===== config.mk =====
export PLATFORM = sky130hd
export DESIGN_NAME = vga_pattern_gen_flat
export DESIGN_NICKNAME = d
export VERILOG_FILES = /design/src/rtl/vga_pattern_gen_if.sv /design/src/rtl/vga_pattern_gen.sv /design/src/flat_wrapper.sv
export SDC_FILE = /design/constraint.sdc
export NUM_CORES = 1
export LEC_CHECK = 0
export CORE_AREA = 2 2 104 66
export CTS_CLUSTER_DIAMETER = 100
export CTS_CLUSTER_SIZE = 28
export DETAILED_ROUTE_END_ITERATION = 12
export DIE_AREA = 0 0 106 68
export PLACE_DENSITY = 0.88
export RECOVER_POWER = 100
export SYNTH_ARGS = -nofsm -noshare
export SYNTH_HDL_FRONTEND = slang
export SYNTH_SLANG_ARGS = --single-unit
export TNS_END_PERCENT = 30

===== constraint.sdc =====
create_clock -name clk -period 5.4 [get_ports clk]
set_clock_uncertainty 0.15 [all_clocks]
set_input_delay 1.35 -clock clk [delete_from_list [all_inputs] [get_ports clk]]
set_output_delay 1.35 -clock clk [all_outputs]
set_load 0.01 [all_outputs]

===== src/rtl/vga_pattern_gen_if.sv =====
// rtl/vga_pattern_gen_if.sv - coordinate/control inputs and pixel outputs of the test-pattern source
interface vga_pattern_gen_if #(
    parameter int COLOR_W = 8
);
    logic [9:0]         pixel_x;
    logic [9:0]         pixel_y;
    logic [1:0]         mode_sel;
    logic               pause;
    logic               step_dir;
    logic [COLOR_W-1:0] color_out;
    logic               frame_tick;
    logic [15:0]        frame_count;

    modport master (
        output pixel_x, pixel_y, mode_sel, pause, step_dir,
        input  color_out, frame_tick, frame_count
    );

    modport slave (
        input  pixel_x, pixel_y, mode_sel, pause, step_dir,
        output color_out, frame_tick, frame_count
    );
endinterface


===== src/rtl/vga_pattern_gen.sv =====
// rtl/vga_pattern_gen.sv - multi-mode VGA test-pattern source with frame divider and frame tick
module vga_pattern_gen #(
    parameter int H_ACTIVE   = 640,
    parameter int V_ACTIVE   = 480,
    parameter int COLOR_W    = 8,
    parameter int FRAME_DIV  = 1,
    parameter int NUM_BARS   = 8,
    parameter int CHECK_LOG2 = 5
) (
    input logic              clk,
    input logic              rst_n,
    vga_pattern_gen_if.slave bus
);
    localparam int BAR_STEP = (1 << COLOR_W) / NUM_BARS;

    logic               eof;
    logic               eof_q;
    logic               eof_rise;
    logic               in_range;
    logic               check_sel;
    logic [COLOR_W-1:0] bar_col;
    logic [COLOR_W-1:0] grad_col;
    logic [COLOR_W-1:0] pattern;
    logic [COLOR_W-1:0] phase;
    logic [COLOR_W-1:0] color_q;
    logic [15:0]        div_cnt;
    logic [15:0]        count_q;
    logic [1:0]         mode_q;
    logic               tick_q;

    assign eof      = (bus.pixel_x == 10'(H_ACTIVE - 1)) && (bus.pixel_y == 10'(V_ACTIVE - 1));
    assign eof_rise = eof && !eof_q;
    assign in_range = ({1'b0, bus.pixel_x} < 11'(H_ACTIVE)) && ({1'b0, bus.pixel_y} < 11'(V_ACTIVE));

    // Bar index is a divide by a constant, so it folds into fixed logic.
    assign bar_col   = COLOR_W'(((32'(bus.pixel_x) * NUM_BARS) / H_ACTIVE) * BAR_STEP);
    assign grad_col  = COLOR_W'(bus.pixel_x) + COLOR_W'(bus.pixel_y);
    assign check_sel = bus.pixel_x[CHECK_LOG2] ^ bus.pixel_y[CHECK_LOG2];

    // Pattern selection uses the per-frame mode shadow so a live mode change never tears a frame.
    always_comb begin
        pattern = '0;
        if (in_range) begin
            case (mode_q)
                2'd0:    pattern = phase;
                2'd1:    pattern = phase + bar_col;
                2'd2:    pattern = check_sel ? ~phase : phase;
                default: pattern = grad_col + phase;
            endcase
        end
    end

    always_ff @(posedge clk or negedge rst_n) begin
        if (!rst_n) begin
            eof_q   <= 1'b0;
            tick_q  <= 1'b0;
            color_q <= '0;
            count_q <= '0;
            mode_q  <= '0;
            phase   <= '0;
            div_cnt <= '0;
        end else begin
            eof_q   <= eof;
            tick_q  <= eof_rise;
            color_q <= pattern;
            if (eof_rise) begin
                count_q <= count_q + 16'd1;
                mode_q  <= bus.mode_sel;
                if (!bus.pause) begin
                    if (div_cnt == 16'(FRAME_DIV - 1)) begin
                        div_cnt <= '0;
                        phase   <= bus.step_dir ? phase - COLOR_W'(1) : phase + COLOR_W'(1);
                    end else begin
                        div_cnt <= div_cnt + 16'd1;
                    end
                end
            end
        end
    end

    assign bus.color_out   = color_q;
    assign bus.frame_tick  = tick_q;
    assign bus.frame_count = count_q;
endmodule


===== src/flat_wrapper.sv =====
// flat-port wrapper written by rule: the top's interface ports become plain ports
module vga_pattern_gen_flat 
#(
    parameter int H_ACTIVE   = 640,
    parameter int V_ACTIVE   = 480,
    parameter int COLOR_W    = 8,
    parameter int FRAME_DIV  = 1,
    parameter int NUM_BARS   = 8,
    parameter int CHECK_LOG2 = 5
)
  (clk, rst_n, bus_pixel_x, bus_pixel_y, bus_mode_sel, bus_pause, bus_step_dir, bus_color_out, bus_frame_tick, bus_frame_count);
  vga_pattern_gen_if #(.COLOR_W(COLOR_W)) bus_i ();
  input logic clk;
  input logic rst_n;
  input wire logic [$bits(bus_i.pixel_x)-1:0] bus_pixel_x;
  input wire logic [$bits(bus_i.pixel_y)-1:0] bus_pixel_y;
  input wire logic [$bits(bus_i.mode_sel)-1:0] bus_mode_sel;
  input wire logic [$bits(bus_i.pause)-1:0] bus_pause;
  input wire logic [$bits(bus_i.step_dir)-1:0] bus_step_dir;
  output wire logic [$bits(bus_i.color_out)-1:0] bus_color_out;
  output wire logic [$bits(bus_i.frame_tick)-1:0] bus_frame_tick;
  output wire logic [$bits(bus_i.frame_count)-1:0] bus_frame_count;
  assign bus_i.pixel_x = bus_pixel_x;
  assign bus_i.pixel_y = bus_pixel_y;
  assign bus_i.mode_sel = bus_mode_sel;
  assign bus_i.pause = bus_pause;
  assign bus_i.step_dir = bus_step_dir;
  assign bus_color_out = bus_i.color_out;
  assign bus_frame_tick = bus_i.frame_tick;
  assign bus_frame_count = bus_i.frame_count;
  vga_pattern_gen #(.H_ACTIVE(H_ACTIVE), .V_ACTIVE(V_ACTIVE), .COLOR_W(COLOR_W), .FRAME_DIV(FRAME_DIV), .NUM_BARS(NUM_BARS), .CHECK_LOG2(CHECK_LOG2)) u_core (.clk(clk), .rst_n(rst_n), .bus(bus_i));
endmodule

# Yosys cells after proc, flatten, opt, wreduce, memory -nomap -nowiden

Index checks and enable logic that the tools add are counted.

Output and inout port bits: 25
Bits in registers: 52
Logic and storage cells: 37
Bits of input ports: 26

Add/sub/neg operators: 7
Div/mod/pow operators: 1
Bitwise operators: 3
Reductions and logical operators: 8
Muxes and demuxes: 5
Eq/ne operators: 4
Magnitude comparators: 2

Operators by type and width:

| cell                     | number |
|---|---|
| $add A16 B1 Y16 const B  | 2 |
| $div A13 B10 Y32 const B | 1 |
| $add A8 B8 Y8            | 3 |
| $mux W8                  | 3 |
| $pmux W8 S3              | 1 |
| $logic_not A16 Y1        | 1 |
| $mux W16                 | 1 |
| $eq A10 B10 Y1 const B   | 1 |
| $eq A10 B9 Y1 const B    | 1 |
| $lt A10 B10 Y1 const B   | 1 |
| $lt A10 B9 Y1 const B    | 1 |
| $add A8 B1 Y8 const B    | 1 |
| $not A8 Y8               | 1 |
| $sub A8 B1 Y8 const B    | 1 |
| $logic_and A1 B1 Y1      | 3 |
| $reduce_and A3 Y1        | 1 |
| $eq A2 B1 Y1 const B     | 1 |
| $eq A2 B2 Y1 const B     | 1 |
| $logic_not A2 Y1         | 1 |
| $reduce_and A2 Y1        | 1 |
| $logic_not A1 Y1         | 1 |
| $not A1 Y1               | 1 |
| $xor A1 B1 Y1            | 1 |

# Longest topological paths before layout

Gate-level depths: netlist (run 1).

Depth in word-level cells: 4
Mapped depth: 16
Gate-level depth less buffers: 15

# Worst setup path before layout (run 1)

Ideal clock, no wire load.

Path type: input port to flip-flop
Start: input port bus_pixel_x[7]
End: register u_core.color_q[7] (netlist: u_core.bus.color_out[7])
Arrival time: 4.315 ns
Buffers on the path: 1
Required time: 5.156 ns
Path slack: 0.841 ns
Cell stages on the path: 15
Setup time: 0.094 ns
Cells stage by stage: clkbuf_8 > nor2_1 > inv_1 > ha_1 > nand2b_1 > o21a_1 > o32ai_2 > a211oi_1 > maj3_2 > a211o_1 > ha_1 > fa_1 > xnor2_1 > mux2i_1 > a211oi_1

Word-level cells in the longest chain between the ends: 4
Elaborated cells on any way between the ends: 8
Classes of those cells: add/sub: 3; div: 1; order compare: 1; mux: 2; reduce/logical: 1

RTL lines:

| what                                                     | line                                         | source |
|---|---|---|
| from (decl)                                              | flat_wrapper.sv:15                           | `input wire logic [$bits(bus_i.pixel_x)-1:0] bus_pixel_x;` |
| $div A13 B10 Y32 / $add A8 B8 Y8 (equally long branches) | vga_pattern_gen.sv:36, vga_pattern_gen.sv:37 |  |
| $add A8 B8 Y8 (on tied branches)                         | vga_pattern_gen.sv:46, vga_pattern_gen.sv:48 |  |
| $pmux W8 S3                                              | vga_pattern_gen.sv:44                        | `case (mode_q)` |
| $mux W8 *                                                | vga_pattern_gen.sv:43                        | `if (in_range) begin` |
| named net u_core.pattern[7]                              | vga_pattern_gen.sv:23                        | `logic [COLOR_W-1:0] pattern;` |
| to (signal assigned)                                     | vga_pattern_gen.sv:65                        | `color_q <= pattern;` |
| to (decl)                                                | vga_pattern_gen.sv:25                        | `logic [COLOR_W-1:0] color_q;` |

Mark *: on every way through the listed nets, which the timed path passes. The rest lies on a longest branch.
A chain may end at the register's enable or synchronous reset.

# Worst setup path after layout (run 1)

Start: input port bus_pixel_x[8]
End: register u_core.color_q[7] (netlist: u_core.bus.color_out[7])

Word-level cells in the longest chain between the ends: 4
Elaborated cells on any way between the ends: 6
Classes of those cells: add/sub: 1; div: 1; order compare: 1; mux: 2; reduce/logical: 1

RTL lines:

| what                        | line                  | source |
|---|---|---|
| $div A13 B10 Y32            | vga_pattern_gen.sv:36 | `assign bar_col = COLOR_W'(((32'(bus.pixel_x) * NUM_BARS) / H_ACTIVE) * BAR_STEP);` |
| $add A8 B8 Y8               | vga_pattern_gen.sv:46 | `2'd1: pattern = phase + bar_col;` |
| $pmux W8 S3                 | vga_pattern_gen.sv:44 |  |
| $mux W8 *                   | vga_pattern_gen.sv:43 |  |
| named net u_core.pattern[7] | vga_pattern_gen.sv:23 |  |

Marks and branches as above.

==> results of run 1 <==
[worst max-delay path by stage]
stage / start / slack, ns / depth (start not counted) / endpoint
2_1_floorplan: bus_pixel_x[7] / 0.84 / 15 / u_core.bus.color_out[7]$_DFF_PN0_
3_3_place_gp: bus_pixel_x[8] / 0.40 / 15 / u_core.bus.color_out[7]$_DFF_PN0_
3_5_place_dp: bus_pixel_x[7] / 0.21 / 15 / u_core.bus.color_out[7]$_DFF_PN0_
4_1_cts: bus_pixel_x[8] / 0.51 / 15 / u_core.bus.color_out[7]$_DFF_PN0_
5_1_grt: bus_pixel_x[8] / 0.14 / 15 / u_core.bus.color_out[7]$_DFF_PN0_
6_report: bus_pixel_x[8] / 0.40 / 15 / u_core.bus.color_out[7]$_DFF_PN0_
[cell usage in the layout, fill, tap and decap left out, drive strengths merged, types with 9 or more instances in the layout]
cell | Yosys | routed
nand4 | 15 | 15
a211oi | 9 | 9
xor2 | 18 | 18
nand3 | 17 | 17
xnor2 | 29 | 29
inv | 15 | 15
clkdlybuf4s50 | 0 | 21
nor2 | 33 | 33
a21oi | 13 | 13
fa | 10 | 10
dlygate4sd3 | 0 | 28
dfrtp | 52 | 52
ha | 18 | 18
nand2 | 31 | 31
o21ai | 17 | 17
[cell type report]
class | instances | area (sq um)
clock buffers | 6 | 82.6
repair buffers | 54 | 522
inverters | 15 | 56.3
fillers | 530 | 2230
well taps | 87 | 109
flip-flops and latches | 52 | 1300
multi-input cells | 278 | 2040
clock inverters | 2 | 15.0
[power groups by stage]
stage          clock network (mW)  registers, mW  logic (mW)
2_1_floorplan                   0          0.404      0.0787
3_3_place_gp                    0          0.402       0.137
3_5_place_dp                    0          0.402       0.142
4_1_cts                     0.242          0.394       0.143
5_1_grt                     0.257          0.394       0.156
6_report                    0.236          0.394       0.140
[per-stage QoR]
| step | total power [mW] | instance area (sq um) |
|---|---|---|
| floorplan | 0.482 | 3540 |
| global route | 0.807 | 4130 |
| detailed placement | 0.544 | 4080 |
| finish | 0.770 | 4130 |
| global placement | 0.539 | 4080 |
| CTS | 0.779 | 4180 |
[registers in the layout (all words and copies together) (netlist names)]
signal and flops:
u_core.div_cnt 16, u_core.bus.frame_count 16, u_core.mode_q 2, u_core.phase 8, u_core.bus.color_out 8, u_core.eof_q 1, u_core.bus.frame_tick 1
[worst register-to-register path: stages (launching register included)]
cell	delay, ns
dfrtp_1	0.44
fa_1	0.45
ha_1	0.25
fa_1	0.44
a21o_1	0.21
a21oi_1	0.17
xnor2_1	0.10
mux4_2	0.47
nor2b_1	0.15
[cell families (layout without fill, tap and decap cells)]
logic type                 Yosys count  after routing  share of synthesized area, %
AOI/OAI and AO/OA                   61             61                          11.2
adders and majority gates           29             29                          12.3
DFF                                 52             52                          36.8
muxes                                9              9                          3.04
buffers and inverters               27             77                          4.10
and+or+nand+nor                    132            132                          20.9
xor gates and xnor gates            47             47                          11.6
[routing by layer]
layer  part of all wire (%)  vias up  track usage [%]
met5                      0        -                0
met4                    1.4        0             5.10
met3                    5.4       11             4.00
met2                     45       91             37.9
met1                     49     1337             34.9
li1                       -     1364                -
==> metrics.yaml, run 1 <==
outcome: "finished with violations"
violations: "max-capacitance violations, max-slew violations"
rows: 23
fin_nets: 460
yosys.area.top_type: "dfrtp_1"
setup_slack_ns: 0.404
cpLargestDelayFamily: "adder cells"
routabilityCongestion: 0.914
htree_levels: 2
p_leak_nw: 1.86
vdd_drop_max_uv: 162
fin_crit_sh_pct: 92.5
min_to: "u_core.bus.frame_count[15]$_DFFE_PN0P_"
grt-ovfl-total: 0
yosysWarnings: 0
synthTopCellsByArea: "dfrtp_1, xnor2_1, ha_1"
yosysSeqAreaShare_pct: 36.8
ant_nets: 0
syn_area_sq_um: 3540
synthCells: 357
cts_sinks: 52
grt_first_pass_wirelength_mm: 13.4
n_antenna_cell: 0
crit_arrival_ns: 5.04
yosysMostFrequentCell: "dfrtp_1"
place_ws_ns: 0.207
rrSetupSlack_ns: 2.45
die_x_um: 106
crit_chain: "clkdlybuf4s50_1 -> nor2_1 -> inv_1 -> ha_1 -> nand2b_1 -> o21a_1 -> o32ai_1 -> a211oi_1 -> maj3_1 -> a211o_1 -> ha_1 -> fa_1 -> xnor2_1 -> mux2i_1 -> a211oi_1"
cp-end-kind: "register"
setup_viol: 0
power.internal_mw: 0.560
dp.cells: 486
relSlewSlack_pct: -84.9
seqPwrFrac_pct: 51.1
drive_gt1_share_pct: 5.41
coreArea_sq_um: 6360
min_from: "u_core.bus.frame_count[15]$_DFFE_PN0P_"
ctsResizeCount: 0
io_pins: 51
clock.fmax_mhz: 200
cts_max_path_buffers: 2
vias_per_cell: 5.67
post-route-min-period_ns: 5.00
grt_pass1_vias: 2662
final_cells: 494
hold_viol: 0
portBuffers: 50
dieArea_sq_um: 7210
slowest_stage: "clkdlybuf4s50_1"
power_frac_clock_pct: 30.6
antenna_found_initial: 0
fin_tns_setup_ns: 0
die_h_um: 68
tightestPinTransition_ns: 2.77
clkTransAtPathRegs_ns: 0.10
crit_buf_inv: 2
worstSkewPairLatency_ns: 0.31
syn2layout_area_growth_pct: 16.8
rsz0062_at_grt: "false"
cts_tree: "built"
required_ns: 5.44
powerDensity_nw_per_um2: 186
worstReg2RegEnd: "u_core.bus.color_out[5]$_DFF_PN0_"
timing.rr.start: "u_core.phase[1]$_DFFE_PN0P_"
p_sw_share_pct: 27.2
whs_ns: 0.334
grt.total_usage_pct: 23.9
synthesis.nets: 411
start_util_pct: 55.6
ys_top_cells_by_count: "dfrtp_1, nand2_1, nor2_1"
vias: 2803
combinationalPowerShare_pct: 18.2
slowest_delay_ns: 0.42
ff2ff_path_depth: 8
wire_per_inst_um: 16.2
drcViolationCount: 0
wl_mm: 8.02
hp-class: "register to register"
holdPathStages: 1
crit_fanout: 5
synth_edf_count: 0
drt-pass1-iter-count: 4
slew_viol_final: 53
cap_viol_max_count: 1
cts_made_buffers: 5
path_class: "input pin to register"
synth-main-ff-cell: "dfrtp_1"
startpoint_type: "input pin"
cts_hold_buf: 0
drt_iter0_markers: 171
root_buffer: "clkbuf_8"
grt_max_degree: 53
yosysTopAreaCellShare_pct: 36.8
power_switching_mw: 0.209
hpwlAfterDp_mm: 6.17
yosysUniqueCellTypes: 58
syn_area_per_cell_sq_um: 9.90
ys_async_sr_fraction_pct: 100
final_core_util_pct: 64.9
ys_ff_latch: 52
cts_setup_buffers: 0
No activity file was read; power rests on OpenSTA's default activity.
==> inputs of run 2 (changes only) <==
--- a/config.mk
+++ b/config.mk
@@ -10,7 +10,7 @@
 export CTS_CLUSTER_SIZE = 28
 export DETAILED_ROUTE_END_ITERATION = 12
 export DIE_AREA = 0 0 106 68
-export PLACE_DENSITY = 0.88
+export PLACE_DENSITY = 0.83
 export RECOVER_POWER = 100
 export SYNTH_ARGS = -nofsm -noshare
 export SYNTH_HDL_FRONTEND = slang
==> metrics.yaml, run 2 (synthesis results as in run 1) <==
crit_fanout: 5  # unchanged
rows: 23  # unchanged
cts_max_path_buffers: 2  # unchanged
portBuffers: 50  # unchanged
cts_made_buffers: 5  # unchanged
fin_tns_setup_ns: 0  # unchanged
io_pins: 51  # unchanged
clkTransAtPathRegs_ns: 0.10  # about the same
wl_mm: 7.94  # -1.0%
fin_crit_sh_pct: 92.1  # -0.46 points
drive_gt1_share_pct: 5.16  # -0.25 points
startpoint_type: "input pin"
powerDensity_nw_per_um2: 184  # -1.5%
final_core_util_pct: 64.8  # -0.14 points
seqPwrFrac_pct: 52.0  # +0.9 points
drt-pass1-iter-count: 4  # unchanged
htree_levels: 2  # unchanged
busiest_layer: "met2"
vdd_drop_max_uv: 118  # -27%
grt_max_degree: 53  # unchanged
clock.fmax_mhz: 201  # +0.50%
use_met1_pct: 33.9  # -1.1 points
power_frac_clock_pct: 29.5  # -1.1 points
hp-class: "register to register"
cts_tree: "built"
coreArea_sq_um: 6360  # unchanged
final_cell_mix: "dfrtp_1, nor2_1, nand2_1, dlygate4sd3_1, xnor2_1"
grt_pass1_vias: 2735  # +2.7%
rsz0062_at_grt: "false"
cts_setup_buffers: 0  # unchanged
power_switching_mw: 0.208  # -0.58%
path_class: "input pin to register"
die_x_um: 106  # unchanged
drt_iter0_markers: 173  # +1.2%
worstSkewPairLatency_ns: 0.31  # about the same
holdPathStages: 1  # unchanged
use_met2_pct: 39.1  # +1.2 points
routabilityCongestion: 0.887  # -2.9%
ff2ff_path_depth: 8  # unchanged
slew_viol_final: 53  # unchanged
dieArea_sq_um: 7210  # unchanged
power.internal_mw: 0.549  # -2.1%
fin_nets: 460  # unchanged
violations: "max-capacitance violations, max-slew violations"
vias: 2813  # +0.36%
die_h_um: 68  # unchanged
setup_viol: 0  # unchanged
post-route-min-period_ns: 4.97  # -0.0247 ns
crit_arrival_ns: 5.03  # about the same
root_buffer: "clkbuf_8"
grt_first_pass_wirelength_mm: 13.4  # +0.25%
start_util_pct: 55.6  # unchanged
mostFrequentLayoutCell: "dfrtp_1"
hpwlAfterDp_mm: 6.17  # about the same
cap_viol_max_count: 1  # unchanged
ctsResizeCount: 0  # unchanged
cts_hold_buf: 0  # unchanged
relSlewSlack_pct: -80.3  # +4.5 points
grt_util_met3_pct: 5.52  # +1.5 points
grt-ovfl-total: 0  # unchanged
combinationalPowerShare_pct: 18.4  # +0.2 points
vias_per_cell: 5.69  # +0.36%
required_ns: 5.46  # +0.02 ns
outcome: "finished with violations"
tightestPinTransition_ns: 2.71  # -0.0677 ns
ant_nets: 0  # unchanged
p_leak_nw: 1.86  # about the same
wire_per_inst_um: 16.1  # -1.0%
n_antenna_cell: 0  # unchanged
cp-end-kind: "register"
p_sw_share_pct: 27.5  # +0.30 points
hold_viol: 0  # unchanged
syn2layout_area_growth_pct: 16.6
drcViolationCount: 0  # unchanged
antenna_found_initial: 0  # unchanged
grt.total_usage_pct: 24.1  # +0.19 points
cts_sinks: 52  # unchanged
-- run 2: final timing paths --
| path | start | to | slack, ns |
|---|---|---|---|
| max | bus_pixel_x[8] | u_core.bus.color_out[7]$_DFF_PN0_ | 0.43 |
| min | u_core.bus.frame_count[15]$_DFFE_PN0P_ | u_core.bus.frame_count[15]$_DFFE_PN0P_ | 0.33 |
| max reg2reg | u_core.phase[1]$_DFFE_PN0P_ | u_core.bus.color_out[5]$_DFF_PN0_ | 2.47 |
| min reg2reg | u_core.bus.frame_count[15]$_DFFE_PN0P_ | u_core.bus.frame_count[15]$_DFFE_PN0P_ | 0.33 |
| max in group asynchronous | rst_n | u_core.div_cnt[3]$_DFFE_PN0P_ | 1.73 |
| min in group asynchronous | rst_n | u_core.bus.frame_count[8]$_DFFE_PN0P_ | 1.83 |
-- run 2: per-layer routing --
| layer | vias up | part of all wire (%) |
|---|---|---|
| met3 | 4 | 5.5 |
| li1 | 1370 | - |
| met5 | - | 0 |
| met4 | 0 | 0.72 |
| met1 | 1362 | 50 |
| met2 | 77 | 44 |
-- run 2: cell type report --
cell class	count	area [sq um]
clock buffers	6	72.6
clock inverters	2	16.3
fillers	514	2240
inverters	15	56.3
multi-input cells	278	2040
flip-flops and latches	52	1300
well taps	87	109
repair buffers	54	522
-- run 2: stage by stage --
step / hold slack (ns) / area [sq um] / power [mW] / setup WS, ns / instances
floorplan: 0.288 / 3540 / 0.482 / 0.841 / 357
global placement: 0.312 / 4080 / 0.540 / 0.395 / 486
detailed placement: 0.320 / 4080 / 0.544 / 0.223 / 486
CTS: 0.339 / 4170 / 0.768 / 0.539 / 494
global route: 0.348 / 4120 / 0.797 / 0.149 / 494
finish: 0.329 / 4120 / 0.757 / 0.428 / 494
-- run 2: power by group through the flow --
stage	logic (mW)	clock network (mW)	registers [mW]
final	0.139	0.224	0.394
after global placement	0.138	0	0.402
after CTS	0.144	0.230	0.394
after floorplan	0.0787	0	0.404
after detailed placement	0.142	0	0.402
after global routing	0.155	0.247	0.395
-- run 2: critical path: stages --
cell and delay, ns:
clkdlybuf4s50_1 0.42, nor2_1 0.20, inv_1 0.14, ha_1 0.35
nand2b_1 0.21, o21a_1 0.20, o32ai_1 0.22, a211oi_1 0.15
maj3_1 0.38, a211o_1 0.30, ha_1 0.19, fa_1 0.38
xnor2_1 0.20, mux2i_1 0.10, a211oi_1 0.24
==> inputs of run 3 (changes only) <==
--- a/config.mk
+++ b/config.mk
@@ -5,12 +5,13 @@
 export SDC_FILE = /design/constraint.sdc
 export NUM_CORES = 1
 export LEC_CHECK = 0
-export CORE_AREA = 2 2 104 66
+export ABC_AREA = 1
+export CORE_AREA = 2 2 105 66
 export CTS_CLUSTER_DIAMETER = 100
 export CTS_CLUSTER_SIZE = 28
 export DETAILED_ROUTE_END_ITERATION = 12
-export DIE_AREA = 0 0 106 68
-export PLACE_DENSITY = 0.83
+export DIE_AREA = 0 0 107 68
+export PLACE_DENSITY = 0.82
 export RECOVER_POWER = 100
 export SYNTH_ARGS = -nofsm -noshare
 export SYNTH_HDL_FRONTEND = slang
==> metrics.yaml, run 3 <==
path_class: "input pin to register"
wire_per_inst_um: 15.3  # -4.9%
ant_nets: 0  # unchanged
crit_arrival_ns: 5.05  # +0.02 ns
routabilityCongestion: 0.919  # +3.5%
outcome: "finished with violations"
synthesis.nets: 471  # +15%
yosysUniqueCellTypes: 43  # -26%
fin_tns_setup_ns: 0  # unchanged
drt-pass1-iter-count: 5  # +1
ctsResizeCount: 0  # unchanged
htree_levels: 2  # unchanged
use_met1_pct: 35.7  # +1.8 points
hp-class: "register to register"
die_x_um: 107  # +0.94%
power_frac_clock_pct: 34.4  # +4.9 points
startpoint_type: "input pin"
vias: 3114  # +11%
n_antenna_cell: 0  # unchanged
final_cell_mix: "nand2_1, dfrtp_1, inv_1, nor2_1, dlygate4sd3_1"
powerDensity_nw_per_um2: 196  # +6.7%
post-route-cell-area_sq_um: 4190  # +1.6%
vias_per_cell: 5.58  # -2.0%
whs_ns: 0.321  # -0.00872 ns
grt_pass1_vias: 2918  # +6.7%
post-route-min-period_ns: 5.00  # +0.0289 ns
rsz0062_at_grt: "false"
setup_slack_ns: 0.399  # -0.0289 ns
yosysMostFrequentCell: "nand2_1"
grt-ovfl-total: 0  # unchanged
yosys.area.top_type: "dfrtp_1"
fill_cells: 526  # +2.3%
synth_edf_count: 0  # unchanged
use_met2_pct: 39.3  # +0.14 points
grt_util_met3_pct: 4.10  # -1.4 points
syn_area_sq_um: 3550  # +0.42%
drt_iter0_markers: 351  # +100%
dieArea_sq_um: 7280  # +0.94%
drcViolationCount: 0  # unchanged
violations: "max-capacitance violations, max-slew violations"
cts_tree: "built"
power_switching_mw: 0.217  # +4.3%
regArea_sq_um: 1300  # unchanged
clock.fmax_mhz: 200  # -0.58%
p_sw_share_pct: 26.5  # -1.0 points
fin_crit_sh_pct: 92.6  # +0.54 points
yosysTopAreaCellShare_pct: 36.6  # -0.16 points
root_buffer: "clkbuf_8"
seqPwrFrac_pct: 47.8  # -4.2 points
start_util_pct: 55.3  # -0.26 points
coreArea_sq_um: 6420  # +0.90%
busiest_layer: "met2"
worstSkewPairLatency_ns: 0.31  # about the same
hpwlAfterDp_mm: 6.63  # +7.4%
cts_made_buffers: 5  # unchanged
fin_nets: 524  # +14%
relSlewSlack_pct: -81.2  # -0.81 points
yosysSeqAreaShare_pct: 36.6  # -0.16 points
multi_input_area_sq_um: 1960  # -4.0%
grt_first_pass_wirelength_mm: 14.0  # +4.3%
synthCells: 417  # +17%
synth-main-ff-cell: "dfrtp_1"
setup_viol: 0  # unchanged
cap_viol_max_count: 1  # unchanged
tightestPinTransition_ns: 2.72  # +0.0121 ns
io_pins: 51  # unchanged
required_ns: 5.45  # about the same
power.internal_mw: 0.604  # +10%
hold_viol: 0  # unchanged
p_leak_nw: 2.14  # +15%
die_h_um: 68  # unchanged
ys_async_sr_fraction_pct: 100  # unchanged
ys_top_cells_by_count: "nand2_1, dfrtp_1, inv_1"
cts_max_path_buffers: 2  # unchanged
combinationalPowerShare_pct: 17.8  # -0.6 points
final_core_util_pct: 65.2  # +0.43 points
ys_ff_latch: 52  # unchanged
mostFrequentLayoutCell: "nand2_1"
placed_area_sq_um: 4140  # +1.5%
yosysWarnings: 0  # unchanged
drive_gt1_share_pct: 5.31  # +0.15 points
syn2layout_area_growth_pct: 17.9
cp-end-kind: "register"
syn_area_per_cell_sq_um: 8.52  # -14%
grt.total_usage_pct: 24.6  # +0.52 points
vdd_drop_max_uv: 101  # -14%
cts_sinks: 52  # unchanged
grt_max_degree: 53  # unchanged
cts_setup_buffers: 0  # unchanged
synthTopCellsByArea: "dfrtp_1, nand2_1, ha_1"
antenna_found_initial: 0  # unchanged
wl_mm: 8.53  # +7.4%
slew_viol_final: 53  # unchanged
crit_fanout: 7  # +2
cts_hold_buf: 0  # unchanged
clkTransAtPathRegs_ns: 0.10  # about the same
place_ws_ns: 0.0210  # -0.202 ns
portBuffers: 50  # unchanged
rows: 23  # unchanged
==> run 3: cell count changes in the layout (fill, tap and decap cells not counted), sizes merged, moves of 7 or more <==
cell,before,now
a211oi,9,1
a21oi,13,22
inv,15,51
nand2,31,80
nand3,17,24
nand4,15,25
xnor2,29,12
==> run 3: stage by stage <==
stage,total power [mW],instances
after floorplan,0.486,417
after global placement,0.542,550
after detailed placement,0.547,550
after CTS,0.827,558
after global routing,0.863,558
final,0.821,558
==> run 3: power groups by stage <==
stage | combinational, mW | clock, mW | sequential, mW
after floorplan | 0.0839 | 0 | 0.402
after global placement | 0.141 | 0 | 0.400
after detailed placement | 0.147 | 0 | 0.400
after CTS | 0.148 | 0.287 | 0.393
after global routing | 0.165 | 0.305 | 0.393
final | 0.146 | 0.282 | 0.392
==> run 3: layout make-up <==
cell class	count	area share, %
sequential	52	31.1
timing repair buffer	51	12.0
clock buffer	6	1.97
tap	87	2.60
inverter	51	4.57
clock inverter	2	0.926
multi-input combinational	309	46.9
==> run 3: worst max-delay path: stages <==
cell	delay, ns
clkdlybuf4s50_1	0.60
inv_2	0.09
nand2_2	0.10
ha_1	0.23
inv_1	0.06
a21oi_1	0.11
nor2_2	0.19
nand3_2	0.13
nand2_1	0.10
nand3_1	0.14
nand2_2	0.16
nand3_2	0.12
nand2_1	0.12
nand2_1	0.05
a21oi_1	0.11
nand4_1	0.11
ha_1	0.21
fa_1	0.38
xor2_1	0.17
xor2_1	0.16
nand2_1	0.06
a221oi_1	0.29
==> run 3: path summary, 6_finish.rpt <==
| check | slack [ns] | cells after the start | endpoint | start |
|---|---|---|---|---|
| setup / recovery | 0.40 | 22 | u_core.bus.color_out[7]$_DFF_PN0_ | bus_pixel_x[8] |
| hold / removal | 0.32 | 1 | u_core.bus.frame_count[15]$_DFFE_PN0P_ | u_core.bus.frame_count[15]$_DFFE_PN0P_ |
| setup reg to reg | 2.62 | 12 | u_core.bus.color_out[7]$_DFF_PN0_ | u_core.phase[1]$_DFFE_PN0P_ |
| hold reg to reg | 0.32 | 1 | u_core.bus.frame_count[15]$_DFFE_PN0P_ | u_core.bus.frame_count[15]$_DFFE_PN0P_ |
| max in group asynchronous | 1.72 | 2 | u_core.phase[2]$_DFFE_PN0P_ | rst_n |
| min in group asynchronous | 1.83 | 2 | u_core.bus.frame_count[11]$_DFFE_PN0P_ | rst_n |
==> run 3: per-layer routing <==
metal	up-vias	part of all wire, %	wire length (um)
met5	-	0	0
met4	0	0.64	55
met3	11	6.9	589
met2	136	44	3790
met1	1459	48	4090
li1	1508	-	-
==> run 3: logic make-up (layout without fill, tap and decap cells) <==
family | after synthesis | in the layout | synth area share [%]
AOI/OAI and AO/OA | 60 | 60 | 9.90
and+or+nand+nor | 185 | 185 | 26.6
DFF | 52 | 52 | 36.6
adders and majority gates | 28 | 28 | 12.0
buffers and inverters | 56 | 110 | 5.92
muxes | 1 | 1 | 0.282
xor gates and xnor gates | 35 | 35 | 8.63
